[src/rtl/pipelined_control_unit.sv]
// Main control for a 5-stage RISC-V pipeline: ID decode, ID/EX -> EX/MEM -> MEM/WB control
// stages, load-use stall and branch flush. Optional jump/upper-immediate decode under JUMP_DECODE_EN.
module pipelined_control_unit #(
    parameter int REG_ADDR_W = 5,
    parameter int ALUOP_W    = 2,
    parameter int CNT_W      = 16
) (
    input  logic                  clk,
    input  logic                  reset,
    input  logic [6:0]            opcode,
    input  logic [REG_ADDR_W-1:0] id_rs1,
    input  logic [REG_ADDR_W-1:0] id_rs2,
    input  logic [REG_ADDR_W-1:0] id_rd,
    input  logic                  flush,
    output logic                  pc_write,
    output logic                  ifid_write,
    output logic                  ifid_flush,
    output logic                  ex_ALUSrc,
    output logic                  ex_Branch,
    output logic                  ex_MemRead,
    output logic                  ex_MemWrite,
    output logic                  ex_RegWrite,
    output logic                  ex_MemtoReg,
    output logic                  ex_Jump,
    output logic [ALUOP_W-1:0]    ex_ALUop,
    output logic [REG_ADDR_W-1:0] ex_rd,
    output logic                  mem_Branch,
    output logic                  mem_MemRead,
    output logic                  mem_MemWrite,
    output logic                  mem_RegWrite,
    output logic                  mem_MemtoReg,
    output logic                  mem_Jump,
    output logic [REG_ADDR_W-1:0] mem_rd,
    output logic                  wb_RegWrite,
    output logic                  wb_MemtoReg,
    output logic [REG_ADDR_W-1:0] wb_rd,
    output logic [CNT_W-1:0]      stall_count
);

    typedef struct packed {
        logic               alu_src;
        logic               branch;
        logic               mem_read;
        logic               mem_write;
        logic               reg_write;
        logic               mem_to_reg;
        logic               jump;
        logic [ALUOP_W-1:0] alu_op;
    } ctrl_t;

    ctrl_t                 w_ctrl;
    logic                  w_uses_rs1;
    logic                  w_uses_rs2;
    logic                  w_hazard;
    logic                  w_stall;

    ctrl_t                 r_ex;
    logic [REG_ADDR_W-1:0] r_ex_rd;
    logic                  r_mem_branch;
    logic                  r_mem_read;
    logic                  r_mem_write;
    logic                  r_mem_reg_write;
    logic                  r_mem_to_reg;
    logic                  r_mem_jump;
    logic [REG_ADDR_W-1:0] r_mem_rd;
    logic                  r_wb_reg_write;
    logic                  r_wb_to_reg;
    logic [REG_ADDR_W-1:0] r_wb_rd;
    logic [CNT_W-1:0]      r_stall_cnt;

    always_comb begin
        w_ctrl     = '0;
        w_uses_rs1 = 1'b0;
        w_uses_rs2 = 1'b0;
        case (opcode)
            7'b0110011: begin
                w_ctrl.reg_write = 1'b1;
                w_ctrl.alu_op    = ALUOP_W'(2'b10);
                w_uses_rs1       = 1'b1;
                w_uses_rs2       = 1'b1;
            end
            7'b0010011: begin
                w_ctrl.alu_src   = 1'b1;
                w_ctrl.reg_write = 1'b1;
                w_ctrl.alu_op    = ALUOP_W'(2'b10);
                w_uses_rs1       = 1'b1;
            end
            7'b0000011: begin
                w_ctrl.alu_src    = 1'b1;
                w_ctrl.mem_to_reg = 1'b1;
                w_ctrl.reg_write  = 1'b1;
                w_ctrl.mem_read   = 1'b1;
                w_uses_rs1        = 1'b1;
            end
            7'b0100011: begin
                w_ctrl.alu_src   = 1'b1;
                w_ctrl.mem_write = 1'b1;
                w_uses_rs1       = 1'b1;
                w_uses_rs2       = 1'b1;
            end
            7'b1100011: begin
                w_ctrl.branch = 1'b1;
                w_ctrl.alu_op = ALUOP_W'(2'b01);
                w_uses_rs1    = 1'b1;
                w_uses_rs2    = 1'b1;
            end
`ifdef JUMP_DECODE_EN
            7'b1101111: begin
                w_ctrl.reg_write = 1'b1;
                w_ctrl.jump      = 1'b1;
            end
            7'b1100111: begin
                w_ctrl.alu_src   = 1'b1;
                w_ctrl.reg_write = 1'b1;
                w_ctrl.jump      = 1'b1;
                w_uses_rs1       = 1'b1;
            end
            7'b0110111, 7'b0010111: begin
                w_ctrl.alu_src   = 1'b1;
                w_ctrl.reg_write = 1'b1;
            end
`endif
            default: ;
        endcase
    end

    // rd==0 in EX (x0 or a bubble) can never produce a load-use dependency
    assign w_hazard = r_ex.mem_read && (r_ex_rd != '0) &&
                      ((w_uses_rs1 && (r_ex_rd == id_rs1)) ||
                       (w_uses_rs2 && (r_ex_rd == id_rs2)));
    assign w_stall  = w_hazard && !flush;

    always_ff @(posedge clk or posedge reset) begin
        if (reset) begin
            r_ex            <= '0;
            r_ex_rd         <= '0;
            r_mem_branch    <= 1'b0;
            r_mem_read      <= 1'b0;
            r_mem_write     <= 1'b0;
            r_mem_reg_write <= 1'b0;
            r_mem_to_reg    <= 1'b0;
            r_mem_jump      <= 1'b0;
            r_mem_rd        <= '0;
            r_wb_reg_write  <= 1'b0;
            r_wb_to_reg     <= 1'b0;
            r_wb_rd         <= '0;
            r_stall_cnt     <= '0;
        end else begin
            r_wb_reg_write <= r_mem_reg_write;
            r_wb_to_reg    <= r_mem_to_reg;
            r_wb_rd        <= r_mem_rd;

            if (flush) begin
                r_mem_branch    <= 1'b0;
                r_mem_read      <= 1'b0;
                r_mem_write     <= 1'b0;
                r_mem_reg_write <= 1'b0;
                r_mem_to_reg    <= 1'b0;
                r_mem_jump      <= 1'b0;
                r_mem_rd        <= '0;
            end else begin
                r_mem_branch    <= r_ex.branch;
                r_mem_read      <= r_ex.mem_read;
                r_mem_write     <= r_ex.mem_write;
                r_mem_reg_write <= r_ex.reg_write;
                r_mem_to_reg    <= r_ex.mem_to_reg;
                r_mem_jump      <= r_ex.jump;
                r_mem_rd        <= r_ex_rd;
            end

            if (flush || w_hazard) begin
                r_ex    <= '0;
                r_ex_rd <= '0;
            end else begin
                r_ex    <= w_ctrl;
                r_ex_rd <= id_rd;
            end

            if (w_stall && (r_stall_cnt != '1))
                r_stall_cnt <= r_stall_cnt + 1'b1;
        end
    end

    assign pc_write     = !w_hazard || flush;
    assign ifid_write   = !w_hazard || flush;
    assign ifid_flush   = flush;

    assign ex_ALUSrc    = r_ex.alu_src;
    assign ex_Branch    = r_ex.branch;
    assign ex_MemRead   = r_ex.mem_read;
    assign ex_MemWrite  = r_ex.mem_write;
    assign ex_RegWrite  = r_ex.reg_write;
    assign ex_MemtoReg  = r_ex.mem_to_reg;
    assign ex_Jump      = r_ex.jump;
    assign ex_ALUop     = r_ex.alu_op;
    assign ex_rd        = r_ex_rd;

    assign mem_Branch   = r_mem_branch;
    assign mem_MemRead  = r_mem_read;
    assign mem_MemWrite = r_mem_write;
    assign mem_RegWrite = r_mem_reg_write;
    assign mem_MemtoReg = r_mem_to_reg;
    assign mem_Jump     = r_mem_jump;
    assign mem_rd       = r_mem_rd;

    assign wb_RegWrite  = r_wb_reg_write;
    assign wb_MemtoReg  = r_wb_to_reg;
    assign wb_rd        = r_wb_rd;

    assign stall_count  = r_stall_cnt;

endmodule

[config.mk]
export PLATFORM = sky130hd
export DESIGN_NAME = pipelined_control_unit
export DESIGN_NICKNAME = d
export VERILOG_FILES = /design/src/rtl/pipelined_control_unit.sv
export SDC_FILE = /design/constraint.sdc
export NUM_CORES = 1
export LEC_CHECK = 0
export ABC_CLOCK_PERIOD_IN_PS = 3800
export BUFFER_PORTS_ARGS = -buffer_cell sky130_fd_sc_hd__buf_2
export CELL_PAD_IN_SITES_DETAIL_PLACEMENT = 1
export CELL_PAD_IN_SITES_GLOBAL_PLACEMENT = 2
export CORE_MARGIN = 10
export CORE_UTILIZATION = 30
export CTS_BUF_LIST = sky130_fd_sc_hd__clkbuf_8 sky130_fd_sc_hd__clkbuf_16
export DETAILED_ROUTE_END_ITERATION = 10
export PLACE_DENSITY_LB_ADDON = 0.1
export REMOVE_ABC_BUFFERS = 1
export SETUP_SLACK_MARGIN = 0.15
export SLEW_MARGIN = 20
export SYNTH_ARGS = -nofsm -noshare
export SYNTH_HDL_FRONTEND = slang
export SYNTH_SLANG_ARGS = --single-unit
[constraint.sdc]
create_clock -name clk -period 3.8 [get_ports clk]
set_clock_uncertainty 0.1 [all_clocks]
set_input_delay 0.38 -clock clk [delete_from_list [all_inputs] [get_ports clk]]
set_output_delay 0.38 -clock clk [all_outputs]
set_load 0.1 [all_outputs]
==> results.json <==
{
  "gr-usage-met3": 0.0446,
  "cp-start-kind": "register",
  "avgViaCountPerCell": 4.74,
  "reg2reg_from": "ex_rd[2]",
  "p_sw_frac": 0.263,
  "finalCritPeriodShare": 0.742,
  "dp_hpwl_um": 4200,
  "required_ps": 3320,
  "cts-resized-gates": 0,
  "synth_compound_area_frac": 0.0299,
  "period_minus_slack_ps": 2820,
  "worstMarginPinSlew_ps": 698,
  "syn_to_final_growth_pct": 28.0,
  "numCtsBuffers": 5,
  "detail-route-antenna-nets": 0,
  "use_met1": 0.118,
  "p_leak_uw": 0.00126,
  "antenna_found_initial": 0,
  "overflow": 0,
  "ys_seq_area_frac": 0.558,
  "yosysWarnings": 0,
  "multi_input_area_um2": 767,
  "postCtsSetupRepairBufs": 0,
  "critPathKind": "reg2out",
  "synth_cell_types": 33,
  "status": "complete, no violations",
  "grt_pass1_vias": 1696,
  "drc": 0,
  "synth_fa_ha_area_frac": 0.00649,
  "yosys.area_share.simple": 0.237,
  "drv_slew": 0,
  "seq_power_share": 0.460,
  "synthArstFlopShare": 1.00,
  "avgSynthCellArea_um2": 12.0,
  "nets": 259,
  "ys_ff_latch": 43,
  "grt_setup_unrepaired": "false",
  "r2r_cells": 5,
  "netlist_area_um2": 1930,
  "p_per_area_nw_per_um2": 415,
  "switchingPower_uw": 270,
  "n_fill_cell": 732,
  "insertion_delay_ps": 290,
  "drive_above_1_share": 0.397,
  "critical_path.endpoint_type": "primary output",
  "synth_mux_area_frac": 0.0117,
  "synth_top_family_by_area": "simple AND/OR/NAND/NOR gates",
  "cp_data_arrival_time_ps": 2340,
  "comb_power_share": 0.128,
  "synth_cells": 161,
  "die_y_um": 100,
  "max_cap_violations": 0,
  "drt_iter0_markers": 29,
  "setup_violations": 0,
  "die_w_um": 100,
  "reg2reg_to": "stall_count[1]",
  "io_pins": 76,
  "p_int_uw": 754,
  "ctsHoldBuffers": 0,
  "wire_per_inst_um": 17.1,
  "vias": 1473,
  "h-tree-depth": 2,
  "cts_root_buf": "clkbuf_8",
  "fmax_mhz": 355,
  "grt_first_pass_wirelength_um": 8840,
  "synthFlopType": "dfrtp_1",
  "grt-busiest-layer": "met2",
  "rows": 29,
  "tns_ps": 0,
  "use_met2": 0.190,
  "hp-class": "in2async",
  "cts_sinks": 43,
  "hold_slack_ps": 104,
  "grt_max_degree": 44,
  "finalWirelength_um": 5320,
  "final_hold_viol_count": 0,
  "finalWeightedCongestion": 0.840,
  "core_um2": 6310,
  "fp.dieArea_um2": 10000,
  "cts_max_path_buffers": 2,
  "num_antenna_cells": 0,
  "power_frac_clock": 0.412,
  "path_clk_slew_ps": 80,
  "crit_path_max_fanout": 11,
  "drtPass1Iterations": 4,
  "cts_tree": "built",
  "port-buffer-count": 73,
  "track_usage": 0.109,
  "relSlewSlack": 0.533,
  "initial_core_util": 0.305,
  "synthXorXnorAreaFrac": 0.109,
  "irDropWorstVdd_mv": 0.179,
  "synth-edff-count": 0,
  "regArea_um2": 1080,
  "reg2reg_slack_ps": 1600
}
cell families (layout without fill, tap and decap cells):
family / after synthesis / after routing
adders and majority gates: 1 / 1
other: 1 / 2
muxes: 2 / 2
buffers and inverters: 15 / 87
xor gates and xnor gates: 24 / 24
AOI/OAI and AO/OA: 6 / 6
and+or+nand+nor: 69 / 69
DFF: 43 / 43
layout by cell type, fill, tap and decap left out, types with 3 or more instances in the layout:
cell      netlist  routed
inv_1           3       3
nand3_1         8       8
clkbuf_8        0       5
xnor2_1        24      24
and3_1          6       6
nand4_1        12      12
and2_1          6       6
buf_2           2      73
nor2b_1         9       9
and4_1          6       6
nand2_1         8       8
dfrtp_1        43      43
registers in the layout, indices dropped and copies added (netlist names), 5 cells and up:
register / flops
stall_count: 16
ex_rd: 5
mem_rd: 5
wb_rd: 5
synthesized netlist by cell type (all sizes together), types with 2 or more instances:
library cell,instances,share of area
a21oi,3,0.0097
nor2b,9,0.029
nand4,12,0.039
and4,6,0.027
xnor2,24,0.11
dfrtp,43,0.56
and3,6,0.019
buf,10,0.036
mux2,2,0.012
nand2,8,0.016
nor4,2,0.0065
nand4b,2,0.0091
inv,4,0.0078
nor3b,3,0.014
nand3,8,0.021
and2,6,0.019
metal layers:
| layer | routed length (um) | vias to the layer above | share of wire |
|---|---|---|---|
| met5 | 0 | - | 0 |
| met4 | 35 | 0 | 0.0066 |
| met3 | 387 | 5 | 0.073 |
| met2 | 2770 | 45 | 0.52 |
| met1 | 2130 | 730 | 0.40 |
| li1 | - | 693 | - |
critical path, stage by stage, from the launching register on:
cell      delay (ps)
dfrtp_1          440
or4_4            570
o211ai_4         230
nor2_1           210
nand2_1          150
buf_2            440
metrics by stage:
stage / total power (uW) / worst slack [ps] / area [um^2] / util / std cells
after floorplan: 572 / -64.0 / 1860 / - / 151
after global placement: 612 / 1320 / 2330 / 0.370 / 303
after detailed placement: 614 / 1280 / 2330 / 0.370 / 303
after CTS: 1040 / 941 / 2470 / 0.391 / 311
after global routing: 1060 / 832 / 2470 / 0.391 / 311
final: 1020 / 982 / 2470 / 0.391 / 311
worst max path at each step:
| stage | startpoint | end | slack [ps] | depth (start not counted) |
|---|---|---|---|---|
| 5_1_grt | ex_rd[2] | ifid_write | 830 | 5 |
| 2_1_floorplan | ex_MemRead | ifid_write | -60 | 3 |
| 3_3_place_gp | opcode[2] | ifid_write | 1320 | 6 |
| 6_report | ex_rd[2] | ifid_write | 980 | 5 |
| 3_5_place_dp | ex_rd[2] | ifid_write | 1280 | 5 |
| 4_1_cts | ex_rd[2] | ifid_write | 940 | 5 |
power by group through the flow:
stage	registers (uW)	clock network (uW)	logic (uW)
after floorplan	534	0	38.1
after global placement	479	0	133
after detailed placement	480	0	134
after CTS	471	432	134
after global routing	473	452	140
final	471	421	131
final cells by class:
type | instances | area share
sequential | 43 | 0.436
multi-input combinational | 104 | 0.311
timing repair buffer | 75 | 0.154
tap | 77 | 0.0390
clock buffer | 5 | 0.0279
clock inverter | 3 | 0.0259
inverter | 4 | 0.00609
Power figures use the tool's default switching activity.
